==> src/rtl/sev7seg_pkg.sv <==
// Shared types and defaults for the 7-segment scan controller.
package sev7seg_pkg;

    localparam int NIB_W              = 4;
    localparam int SEV7SEG_ON_CYCLES  = 50000;
    localparam int SEV7SEG_GAP_CYCLES = 500;

    typedef enum logic {
        GAP = 1'b0,
        ON  = 1'b1
    } scan_state_e;

    // Slot counter width: holds up to max(on, gap)-1, never narrower than 1 bit.
    function automatic int cnt_width(input int on_cycles, input int gap_cycles);
        int longest;
        longest = (on_cycles > gap_cycles) ? on_cycles : gap_cycles;
        return (longest > 1) ? $clog2(longest) : 1;
    endfunction

endpackage

==> src/rtl/sev7seg_scan.sv <==
// Time-multiplexed scan controller for a common-anode 7-segment display.
// Double-buffered value; pending data is promoted only when digit 0 lights,
// so a frame never mixes old and new nibbles.
// Optional build macro SEV7SEG_SCAN_LZB_EN enables leading-zero blanking.
//
// state | meaning
// GAP   | all anodes off between digits (anti-ghosting dead time)
// ON    | anode idx lit, digit/dp taken from the active buffer
module sev7seg_scan
    import sev7seg_pkg::*;
#(
    parameter int NDIG       = 4,
    parameter int ON_CYCLES  = SEV7SEG_ON_CYCLES,
    parameter int GAP_CYCLES = SEV7SEG_GAP_CYCLES
) (
    input  logic                    clk,
    input  logic                    rst,
    input  logic                    en,
    input  logic                    load,
    input  logic [NIB_W*NDIG-1:0]   value,
    input  logic [NDIG-1:0]         dp_in,
    output logic [NIB_W-1:0]        digit,
    output logic [NDIG-1:0]         an_n,
    output logic                    dp_n,
    output logic                    frame_start
);

    localparam int IDX_W = (NDIG > 1) ? $clog2(NDIG) : 1;
    localparam int CNT_W = cnt_width(ON_CYCLES, GAP_CYCLES);

    localparam logic [CNT_W-1:0] ON_LAST  = CNT_W'(ON_CYCLES - 1);
    localparam logic [CNT_W-1:0] GAP_LAST = (GAP_CYCLES > 0) ? CNT_W'(GAP_CYCLES - 1) : '0;
    localparam logic [IDX_W-1:0] IDX_LAST = IDX_W'(NDIG - 1);

    typedef logic [NDIG-1:0][NIB_W-1:0] nib_vec_t;

    scan_state_e       state_q, state_d;
    logic [IDX_W-1:0]  idx_q, idx_d;
    logic [CNT_W-1:0]  cnt_q, cnt_d;
    logic              enter_on;

    nib_vec_t          act_q, act_d;
    logic [NDIG-1:0]   act_dp_q, act_dp_d;
    nib_vec_t          pend_q, pend_d;
    logic [NDIG-1:0]   pend_dp_q, pend_dp_d;
    logic              pend_valid_q, pend_valid_d;

    logic [NIB_W-1:0]  digit_q, digit_d;
    logic [NDIG-1:0]   an_n_q, an_n_d;
    logic              dp_n_q, dp_n_d;
    logic              fs_q, fs_d;
    logic              blank;

    // Next state, slot index and slot counter; enter_on flags any edge that lands in ON.
    always_comb begin
        state_d  = state_q;
        idx_d    = idx_q;
        cnt_d    = cnt_q;
        enter_on = 1'b0;
        if (!en) begin
            state_d = GAP;
            idx_d   = '0;
            cnt_d   = '0;
        end else begin
            unique case (state_q)
                GAP: begin
                    if (cnt_q == GAP_LAST) begin
                        state_d  = ON;
                        cnt_d    = '0;
                        enter_on = 1'b1;
                    end else begin
                        cnt_d = cnt_q + 1'b1;
                    end
                end
                ON: begin
                    if (cnt_q == ON_LAST) begin
                        idx_d = (idx_q == IDX_LAST) ? '0 : idx_q + 1'b1;
                        cnt_d = '0;
                        if (GAP_CYCLES == 0) begin
                            state_d  = ON;
                            enter_on = 1'b1;
                        end else begin
                            state_d = GAP;
                        end
                    end else begin
                        cnt_d = cnt_q + 1'b1;
                    end
                end
            endcase
        end
    end

    // Pending/active buffers; a load on the promotion edge bypasses pending.
    always_comb begin
        act_d        = act_q;
        act_dp_d     = act_dp_q;
        pend_d       = pend_q;
        pend_dp_d    = pend_dp_q;
        pend_valid_d = pend_valid_q;
        if (load) begin
            pend_d       = value;
            pend_dp_d    = dp_in;
            pend_valid_d = 1'b1;
        end
        if (enter_on && (idx_d == '0)) begin
            if (load) begin
                act_d    = value;
                act_dp_d = dp_in;
            end else if (pend_valid_q) begin
                act_d    = pend_q;
                act_dp_d = pend_dp_q;
            end
            pend_valid_d = 1'b0;
        end
    end

    // Output look-ahead: outputs are registered from the state being entered.
    always_comb begin
`ifdef SEV7SEG_SCAN_LZB_EN
        blank = (idx_d != '0);
        for (int i = 0; i < NDIG; i++) begin
            if ((i >= int'(idx_d)) && ((act_d[i] != '0) || act_dp_d[i])) begin
                blank = 1'b0;
            end
        end
`else
        blank = 1'b0;
`endif
        an_n_d  = '1;
        dp_n_d  = 1'b1;
        digit_d = digit_q;
        fs_d    = enter_on && (idx_d == '0);
        if (state_d == ON) begin
            digit_d = act_d[idx_d];
            dp_n_d  = ~act_dp_d[idx_d];
            if (!blank) begin
                an_n_d[idx_d] = 1'b0;
            end
        end
    end

    // State, buffer and output registers with synchronous reset.
    always_ff @(posedge clk) begin
        if (rst) begin
            state_q      <= GAP;
            idx_q        <= '0;
            cnt_q        <= '0;
            act_q        <= '0;
            act_dp_q     <= '0;
            pend_q       <= '0;
            pend_dp_q    <= '0;
            pend_valid_q <= 1'b0;
            digit_q      <= '0;
            an_n_q       <= '1;
            dp_n_q       <= 1'b1;
            fs_q         <= 1'b0;
        end else begin
            state_q      <= state_d;
            idx_q        <= idx_d;
            cnt_q        <= cnt_d;
            act_q        <= act_d;
            act_dp_q     <= act_dp_d;
            pend_q       <= pend_d;
            pend_dp_q    <= pend_dp_d;
            pend_valid_q <= pend_valid_d;
            digit_q      <= digit_d;
            an_n_q       <= an_n_d;
            dp_n_q       <= dp_n_d;
            fs_q         <= fs_d;
        end
    end

    assign digit       = digit_q;
    assign an_n        = an_n_q;
    assign dp_n        = dp_n_q;
    assign frame_start = fs_q;

endmodule
==> config.mk <==
export PLATFORM = sky130hd
export DESIGN_NAME = sev7seg_scan
export DESIGN_NICKNAME = d
export VERILOG_FILES = /design/src/rtl/sev7seg_pkg.sv /design/src/rtl/sev7seg_scan.sv
export SDC_FILE = /design/constraint.sdc
export NUM_CORES = 1
export LEC_CHECK = 0
export ABC_AREA = 1
export BUFFER_PORTS_ARGS = -buffer_cell sky130_fd_sc_hd__buf_2
export CORE_MARGIN = 3
export CORE_UTILIZATION = 63
export DETAILED_ROUTE_END_ITERATION = 10
export PLACE_DENSITY = 0.95
export RECOVER_POWER = 100
export REMOVE_ABC_BUFFERS = 1
export SLEW_MARGIN = 10
export SYNTH_ARGS = -nofsm -noshare
export SYNTH_HDL_FRONTEND = slang
export SYNTH_SLANG_ARGS = --single-unit
==> constraint.sdc <==
create_clock -name clk -period 2.91 [get_ports clk]
set_input_delay 0.4365 -clock clk [delete_from_list [all_inputs] [get_ports clk]]
set_output_delay 0.4365 -clock clk [all_outputs]
set_load 0.005 [all_outputs]
Yosys cells after proc, flatten, opt, wreduce, memory -nomap -nowiden
Cells that the tools add are included.

word-level totals
  register bits after elaboration = 70
  input bits = 24
  output and inout port bits = 10

cells by class
  add/sub/neg operators = 2
  order comparisons = 2
  equality and inequality tests = 3
  mux-type cells = 25
  bitwise logic cells = 5
  reductions and logical operators = 6

operators by type and width
  kind                                                         count
  2-to-1 mux 16 bit                                            5
  one-hot mux 16 bit (2 select lines)                          1
  adder 16 x 1 -> 16 bit (second input constant)               1
  == test 16 bit (second input constant)                       1
  == test 16 x 9 -> 1 bit (second input constant)              1
  2-to-1 mux 4 bit                                             4
  binary-select mux 4 bit (select 2 bit)                       1
  2-to-1 mux 2 bit                                             4
  2-to-1 mux 1 bit                                             7
  OR reduction 2 bit                                           3
  NOT 1 bit                                                    4
  NOT 4 bit                                                    1
  less-than comparator 2 x 3 -> 1 bit (second input constant)  1
  adder 2 x 1 -> 2 bit (second input constant)                 1
  binary-select mux 1 bit (select 2 bit)                       1
  demux 1 bit (select 2 bit)                                   1
  == test 2 bit (second input constant)                        1
  >= comparator 2 x 1 -> 1 bit (second input constant)         1
  logical AND 1 bit                                            2
  logical NOT 2 bit                                            1
  one-hot mux 1 bit (2 select lines)                           1

Logic depth before layout (Yosys ltp)
Gate-level depths: netlist (run 1).

  word-level depth = 11
  mapped depth = 17
  gate-level depth less buffers = 16

Least setup slack after synthesis (run 1)
No wires, ideal clock.

  kind = flip-flop to flip-flop
  start = reg cnt_q[0]
  end = reg digit_q[2], in the netlist digit[2]
  library setup time = 0.109 ns
  arrival time = 1.643 ns
  slack = 1.158 ns
  stages on the path, launching flop included = 17
  buffers on the path = 2
  cell sequence = dfxtp_1 > ha_1 > nand2_2 > nor2_4 > nand2_2 > nor2_4 > nand3_1 > nand3_2 > buf_6 > inv_6 > buf_12 > nand3_1 > nand2_1 > inv_1 > nand3_2 > nand2_1 > inv_1

between the ends
  longest elaborated chain between the ends = 9
  elaborated cells on any way between the ends = 16
  those cells by class = eq/ne (2); mux (12); reduce/logical (2)

RTL lines
  what                                    RTL line             RTL
  from (decl)                             sev7seg_scan.sv:39   logic [CNT_W-1:0] cnt_q, cnt_d;
  from (signal assigned)                  sev7seg_scan.sv:160  cnt_q <= cnt_d;
  == test 16 bit                          sev7seg_scan.sv:76   if (cnt_q == ON_LAST) begin
  2-to-1 mux 2 bit                        sev7seg_scan.sv:76
  2-to-1 mux 2 bit                        sev7seg_scan.sv:65   unique case (state_q)
  2-to-1 mux 2 bit                        sev7seg_scan.sv:60   if (!en) begin
  logical NOT 2 bit                       sev7seg_scan.sv:105  if (enter_on && (idx_d == '0)) begin
  logical AND 1 bit                       sev7seg_scan.sv:105
  2-to-1 mux 16 bit                       sev7seg_scan.sv:105
  binary-select mux 4 bit (select 2 bit)  sev7seg_scan.sv:134  digit_d = act_d[idx_d];
  2-to-1 mux 4 bit (implied by the code)  sev7seg_scan.sv:134
  to (signal assigned)                    sev7seg_scan.sv:166  digit_q <= digit_d;
  to (decl)                               sev7seg_scan.sv:48   logic [NIB_W-1:0] digit_q, digit_d;

Several ways; a longest one is shown, not always the timed one. The select of a mux whose other input is x is not followed.
A chain may end at the register's enable or synchronous reset.

Worst setup path in the final report (run 1)
  start = reg cnt_q[0]
  end = reg dp_n_q, in the netlist dp_n

between the ends
  longest elaborated chain between the ends = 10
  elaborated cells on any way between the ends = 19
  those cells by class = eq/ne (2); mux (12); bitwise (2); reduce/logical (3)

RTL lines
  what                                    RTL line             RTL
  == test 16 bit                          sev7seg_scan.sv:76
  2-to-1 mux 2 bit                        sev7seg_scan.sv:76
  2-to-1 mux 2 bit                        sev7seg_scan.sv:65
  2-to-1 mux 2 bit                        sev7seg_scan.sv:60
  logical NOT 2 bit                       sev7seg_scan.sv:105
  logical AND 1 bit                       sev7seg_scan.sv:105
  2-to-1 mux 4 bit                        sev7seg_scan.sv:105
  binary-select mux 1 bit (select 2 bit)  sev7seg_scan.sv:135  dp_n_d = ~act_dp_d[idx_d];
  2-to-1 mux 1 bit (implied by the code)  sev7seg_scan.sv:135
  NOT 1 bit                               sev7seg_scan.sv:135
  to (signal assigned)                    sev7seg_scan.sv:168  dp_n_q <= dp_n_d;
  to (decl)                               sev7seg_scan.sv:50   logic dp_n_q, dp_n_d;

Several ways; a longest one is shown, not always the timed one. The select of a mux whose other input is x is not followed.

==> flow_summary.rst, run 1 <==
.. list-table::
   :header-rows: 1

   * - Metric
     - Value
   * - Hold Path Cell Cnt
     - 3
   * - Final estimated routing congestion in global placement
     - 0.866
   * - Hold EP
     - pend_q[12]
   * - Routed length on met1
     - 3310 um
   * - Post-CTS Setup Repair Bufs
     - 0
   * - Final #Nets
     - 516
   * - Clock H-tree levels
     - 3
   * - Maximum net fanout on the critical path
     - 29
   * - Setup Total Neg Slack
     - 0 ns
   * - Slowest cell on the critical path
     - inv_2
   * - CTS Hold Buffers Added
     - 0
   * - Max-capacitance violation count
     - 0
   * - Sum of met2 wire segment lengths after detailed routing
     - 3870 um
   * - Die ar.
     - 0.00618 sq mm
   * - Hold violation count in the final report
     - 0
   * - Layout filler cell count
     - 377
   * - Number of rows created at floorplan
     - 25
   * - Worst rel slew slack
     - 1.49%
   * - First-pass iteration count of the detailed router
     - 5
   * - Final std cell area, no fill
     - 0.00364 sq mm
   * - Data arrival time of the critical path
     - 2.74 ns
   * - Area of the core
     - 0.00491 sq mm
   * - Min-delay src
     - value[12]
   * - Clock period minus final worst setup slack
     - 2.50 ns
   * - Die extent in x
     - 78.6 um
   * - CP Launch Type
     - flop
   * - Fraction of final layout cells with drive strength greater than 1
     - 12.5%
   * - Global-route wire length before repair
     - 13300 um
   * - Share of synthesized area occupied by flip-flops and latches
     - 42.2%
   * - Mean post-synth cell area
     - 7.12 sq um
   * - Result of the run
     - finished clean
   * - Bufs on Longest Clock Path
     - 2
   * - Kind of end point of the critical path
     - flop
   * - Cells resized by post-CTS repair
     - 0
   * - TritonCTS clock tree
     - done
   * - Top-Level Pins
     - 34
   * - Total Wirelength
     - 7860 um
   * - Most frequent cells after synthesis
     - nand2_1, nor2_1, dfxtp_1, inv_1, a21oi_1
   * - Crit path from
     - cnt_q[0]
   * - R2R cell count
     - 11
   * - Required time reported for the critical path endpoint
     - 3.15 ns
   * - Iteration-0 DRC Markers
     - 325
   * - Power density of the placed cells
     - 546 mW/mm^2
   * - Largest net degree at the start of global routing
     - 34
   * - Total of buffers placed on input and output ports
     - 33
   * - Antenna violations before repair
     - 0
   * - Final Max Tran Viols
     - 0
   * - Placed cell area
     - 0.00345 sq mm
   * - Diodes inserted
     - 0
   * - Synthesis warning total
     - 0
   * - Detailed Place HPWL
     - 5220 um
   * - Ratio of final minimum period to clock period
     - 85.9%
   * - Dominant cells by area after synthesis
     - dfxtp_1, nand2_1, nor2_1
   * - Most frequent cell after synthesis
     - nand2_1
   * - Number of sinks on the clock net
     - 70
   * - Worst-case hold slack
     - 0.360 ns
   * - All-layer global routing usage
     - 27.2%
   * - EDFF count, synth
     - 0
   * - Clock skew
     - 0.0115 ns
   * - Area of all sequential standard cells
     - 0.00140 sq mm
   * - Unique masters post-synth
     - 33
   * - Number of buffers inserted during clock tree synthesis
     - 9
   * - Total length of routed met3 wires
     - 409 um
   * - Max Fclk
     - 0.400 GHz
   * - Class of the most critical hold timing path
     - primary input to flop
   * - Cell type with the largest total area after synthesis
     - dfxtp_1
   * - Dominant synthesized flop cell
     - dfxtp_1
   * - Root buffer cell
     - clkbuf_8
   * - Maximum cell stage delay along the critical path
     - 0.40 ns
   * - Least-Margin Pin Slew
     - 1.48 ns
   * - Async set-or-reset flop fraction in the synthesized netlist
     - 0%
   * - ANT nets after route
     - 0
   * - #FFs+latches synth
     - 70
   * - Standby leakage power
     - 0.00147 uW
   * - Area used by multi-input combinational logic
     - 0.00157 sq mm
   * - DR WL/cell
     - 14.0 um
   * - Total grt overflow
     - 0
   * - Total standard cell area after synthesis
     - 0.00332 sq mm
   * - Largest vdd supply drop
     - 0.397 mV
   * - Number of DRC violations after detailed routing
     - 0
   * - Clock insertion delay at the later pin of the skew report
     - 0.35 ns
   * - Type of the worst setup path
     - flop to flop
   * - Max Used Layer
     - met4
   * - R2R Path End
     - dp_n
   * - Gate Count Post-Synth
     - 467
   * - Via count normalized by instance count
     - 5.55
   * - Worst reg2reg startpoint
     - cnt_q[0]
   * - Top cell type's share of synthesized area
     - 42.2%
   * - Critical path, cell by cell
     - ha_1, nand2_1, nor2_4, nand2_1, nor2_4, nand3_1, nand3_2, nand3_2, inv_2, o21ai_0, a21o_1
   * - Area Overhead vs Synth
     - 9.64%
   * - Vias in the first global route
     - 3007
   * - Number of endpoints failing setup at the final stage
     - 0
   * - Clock-pin slew on the worst setup and hold paths
     - 0.08 ns
   * - Worst setup slack for register-to-register paths
     - 0.41 ns
   * - Die extent in y
     - 78.6 um
   * - Setup repair after global routing missed its margin
     - false
   * - Starting utilization of the core area
     - 67.7%
   * - Routed vias
     - 3117
==> layout make-up <==
type	count	area share, %
Timing Repair Buffer	37	5.05
Inverter	47	4.94
Tap cell	67	2.30
Multi-Input combinational cell	325	43.2
Sequential cell	70	38.4
Clock inverter	7	2.68
Clock buffer	9	3.40
==> cell families after synthesis <==
group / share of synthesized area (%)
buffers and inverters: 10.3
adders and majority gates: 0.753
DFF: 42.2
xor gates and xnor gates: 2.11
AOI/OAI and AO/OA: 13.9
and+or+nand+nor: 30.9
==> registers in the layout, summed over array words and instances, names as in the netlist <==
register	count
digit	4
pend_q	16
frame_start	1
pend_dp_q	4
dp_n	1
act_dp_q	4
act_q	16
an_n	4
state_q	1
cnt_q	16
pend_valid_q	1
idx_q	2
==> worst max-delay path: cells and delay by family (launching register included) <==
kind | cells | cell delay (ns)
DFF | 1 | 0.36
buffers and inverters | 1 | 0.40
adders and majority gates | 1 | 0.21
AOI/OAI and AO/OA | 2 | 0.38
and+or+nand+nor | 7 | 1.05
==> stage by stage <==
stage	utilization (%)	total power, uW	cells	setup slack (ns)
after floorplan	-	1070	442	0.758
after global routing	74.2	2050	562	0.147
after global placement	70.2	1120	546	0.550
after CTS	74.7	1990	562	0.368
final	74.2	1990	562	0.411
after detailed placement	70.2	1130	546	0.406
==> power by group <==
part / internal, uW / total [uW] / switching [uW] / leakage [uW]
clock network: 485 / 883 / 398 / 0.000106
registers: 974 / 989 / 14.1 / 0.000568
logic: 46.9 / 119 / 72.1 / 0.000795
total: 1510 / 1990 / 484 / 0.00147
==> cells in the final DEF, fill, tap and decap left out, types with 9 or more instances in the layout <==
cell / Yosys / layout
nand2_1: 102 / 105
nor2_1: 73 / 73
dfxtp_1: 70 / 70
inv_1: 43 / 43
a21oi_1: 35 / 35
o21ai_0: 19 / 30
nand3_1: 28 / 28
buf_2: 2 / 27
o21a_1: 13 / 13
clkbuf_8: 0 / 9
==> metal layers <==
metal | global-route usage [%] | up-vias
met5 | 0 | -
met4 | 14.7 | 0
met3 | 4.93 | 31
met2 | 47.2 | 111
met1 | 31.4 | 1432
li1 | - | 1543
==> how the worst max path moves through the flow <==
stage,end,slack (ns),cells after the start
4_1_cts,digit[1],0.37,14
2_1_floorplan,digit[1],0.76,14
3_3_place_gp,digit[1],0.55,14
5_1_grt,digit[0],0.15,15
3_5_place_dp,digit[1],0.41,14
6_report,dp_n,0.41,11
(Power assumes the default switching activity.)
==> inputs of run 2 (changes only) <==
Settings changed: ABC_AREA 1 to not set, BUFFER_PORTS_ARGS -buffer_cell sky130_fd_sc_hd__buf_2 to -buffer_cell sky130_fd_sc_hd__buf_4, CORE_UTILIZATION 63 to 64, SETUP_SLACK_MARGIN set to 0.4.
==> flow_summary.rst, run 2 <==
.. list-table::
   :header-rows: 1

   * - Metric
     - Value
   * - Bufs on Longest Clock Path
     - 2
   * - ANT nets after route
     - 0
   * - Die extent in x
     - 81.0 um
   * - Power density of the placed cells
     - 449 mW/mm^2
   * - Iteration-0 DRC Markers
     - 554
   * - Die ar.
     - 0.00656 sq mm
   * - Final #Nets
     - 488
   * - Cell type with the largest total area after synthesis
     - dfxtp_1
   * - Number of DRC violations after detailed routing
     - 0
   * - Worst reg2reg startpoint
     - cnt_q[12]
   * - Top-Level Pins
     - 34
   * - Number of cells in the design after placement
     - 502
   * - EDFF count, synth
     - 0
   * - Total standard cell area after synthesis
     - 0.00360 sq mm
   * - Number of rows created at floorplan
     - 26
   * - Required time reported for the critical path endpoint
     - 3.12 ns
   * - CP Launch Type
     - flop
   * - Total power after layout
     - 1960 uW
   * - Maximum cell stage delay along the critical path
     - 0.71 ns
   * - First-pass iteration count of the detailed router
     - 6
   * - CTS Hold Buffers Added
     - 0
   * - All-layer global routing usage
     - 30.8%
   * - Mean post-synth cell area
     - 8.71 sq um
   * - Detailed Place HPWL
     - 5700 um
   * - Number of sinks on the clock net
     - 70
   * - Unique masters post-synth
     - 57
   * - Most frequent cells after synthesis
     - dfxtp_1, nor2_1, a21oi_1, mux2i_1, nand4b_1
   * - GR Util met1
     - 37.7%
   * - Via count normalized by instance count
     - 6.72
   * - Setup repair after global routing missed its margin
     - true
   * - Final Max Tran Viols
     - 0
   * - Share of synthesized area occupied by flip-flops and latches
     - 38.9%
   * - Worst rel slew slack
     - 6.43%
   * - Dominant cells by area after synthesis
     - dfxtp_1, nor2_1, mux2i_1
   * - Synthesis warning total
     - 0
   * - Final estimated routing congestion in global placement
     - 0.894
   * - Die extent in y
     - 81.0 um
   * - Largest net degree at the start of global routing
     - 70
   * - Total grt overflow
     - 0
   * - Cell with the most instances on the worst path
     - or4_4
   * - Most frequent cells in the layout
     - nor2_1, dfxtp_1, buf_4
   * - Grt met3 use
     - 6.65%
   * - Vias in the first global route
     - 3238
   * - Async set-or-reset flop fraction in the synthesized netlist
     - 0%
   * - Total of buffers placed on input and output ports
     - 33
   * - Data arrival time of the critical path
     - 2.89 ns
   * - TritonCTS clock tree
     - done
   * - Max Fclk
     - 0.373 GHz
   * - Maximum net fanout on the critical path
     - 9
   * - Area of the core
     - 0.00527 sq mm
   * - Busiest metal layer after global routing
     - met2
   * - Dominant synthesized flop cell
     - dfxtp_1
   * - Diodes inserted
     - 0
   * - Most common library cell in the layout ignoring fill and taps
     - nor2_1
   * - Type of the worst setup path
     - flop to flop
   * - Routed vias
     - 3610
   * - Max-capacitance violation count
     - 0
   * - Min-delay src
     - dp_in[2]
   * - Hold violation count in the final report
     - 0
   * - Area Overhead vs Synth
     - 21.3%
   * - Clock period minus final worst setup slack
     - 2.68 ns
   * - Number of endpoints failing setup at the final stage
     - 0
   * - Non-filler instance count after layout
     - 537
   * - Global-route wire length before repair
     - 15500 um
   * - Antenna violations before repair
     - 0
   * - #FFs+latches synth
     - 70
   * - DR WL/cell
     - 19.8 um
   * - Least-Margin Pin Slew
     - 1.40 ns
   * - Largest delay share family, worst path
     - simple AND/OR/NAND/NOR gates
   * - Kind of end point of the critical path
     - flop
   * - Root buffer cell
     - clkbuf_8
   * - Starting utilization of the core area
     - 68.3%
   * - Result of the run
     - finished clean
   * - Class of the most critical hold timing path
     - primary input to flop
   * - Total Wirelength
     - 10700 um
   * - Worst setup slack for register-to-register paths
     - 0.23 ns
   * - Ratio of final minimum period to clock period
     - 92.1%
   * - Standby leakage power
     - 0.00161 uW
   * - Top cell type's share of synthesized area
     - 38.9%
   * - Crit path from
     - cnt_q[12]
   * - Slowest cell on the critical path
     - o21ai_0
   * - Critical path, cell by cell
     - or4_4, or4_4, o21ai_0, buf_4, a21oi_1
   * - Gate Count Post-Synth
     - 413
   * - Crit path buffers/inverters
     - 1
   * - Clock insertion delay at the later pin of the skew report
     - 0.35 ns
   * - Clock-pin slew on the worst setup and hold paths
     - 0.08 ns
   * - Largest vdd supply drop
     - 0.443 mV
   * - Clock H-tree levels
     - 3
   * - Registers with the most flip-flops
     - act_q (16), cnt_q (16), pend_q (16)
   * - Met2 capacity usage during global routing
     - 52.0%
   * - Clock skew
     - 0.0162 ns
   * - Fraction of final layout cells with drive strength greater than 1
     - 29.3%
   * - Number of buffers inserted during clock tree synthesis
     - 9
run 2: cell count changes in the layout (fill, tap and decap cells not counted), moves of 11 or more:
cell      before  now
nor3b_1        3   14
inv_1         43    6
clkbuf_4       0   12
mux2i_1        0   19
o21a_1        13    0
nand4b_1       0   20
buf_4          3   46
or2_2          1   18
nand3_1       28    7
nor4_2         1   13
nand2_1      105   19
o21ai_0       30    5
buf_2         27    0
run 2: logic make-up (layout without fill, tap and decap cells):
logic type | Yosys count | in the layout | synth area share, %
AND/OR/NAND/NOR | 216 | 216 | 36.3
multiplexers | 25 | 25 | 7.23
AO/OA/AOI/OAI | 55 | 55 | 9.88
flip-flops | 70 | 70 | 38.9
XOR/XNOR | 13 | 13 | 3.16
buffers and inverters | 32 | 86 | 3.82
adder cells (fa/ha/maj) | 2 | 2 | 0.695
run 2: where the power goes:
group,internal (uW),switching (uW)
Combinational,70.4,87.8
Clock,443,371
Sequential,976,14.6
run 2: layer usage:
metal | up-vias | share of wire (%)
li1 | 1574 | -
met1 | 1681 | 37
met2 | 275 | 47
met3 | 80 | 10
met4 | 0 | 6.1
met5 | - | 0
run 2: worst reg2reg max path, delay by kind of cell (launching register included):
kind                   cells  cell delay [ns]
buffers and inverters      1             0.30
DFF                        1             0.32
AOI/OAI and AO/OA          2             0.77
and+or+nand+nor            2             1.16
run 2: layout make-up:
cell class	instances	area [sq um]
Fill cell	274	905
Multi-Input combinational cell	311	2160
Clock buffer	13	159
Sequential cell	70	1410
Timing Repair Buffer	64	489
Tap cell	70	87.6
Inverter	6	22.5
Clock inverter	3	42.5
run 2: timing repair:
item | 4_1_cts | 5_1_grt
resized for setup | 17 | 14
buffers inserted | 8 | 11
endpoints found under the setup margin | 26 | 22
pin swaps | 8 | 13
gates cloned | 0 | 0
run 2: metrics by stage:
stage	worst slack, ns	TNS [ns]	hold slack (ns)	area, sq um	util [%]
2_1_floorplan	-0.0924	-0.0924	0.426	3480	-
3_3_place_gp	0.285	0	0.438	3910	74.2
3_5_place_dp	0.208	0	0.447	3910	74.2
4_1_cts	0.402	0	0.339	4250	80.6
5_1_grt	0.152	0	0.336	4370	82.8
6_report	0.229	0	0.328	4370	82.8
run 2: path summary, 6_finish.rpt:
kind | depth (start not counted) | to
setup / recovery | 5 | cnt_q[13]
hold / removal | 3 | pend_dp_q[2]
setup reg to reg | 5 | cnt_q[13]
hold reg to reg | 1 | cnt_q[0]
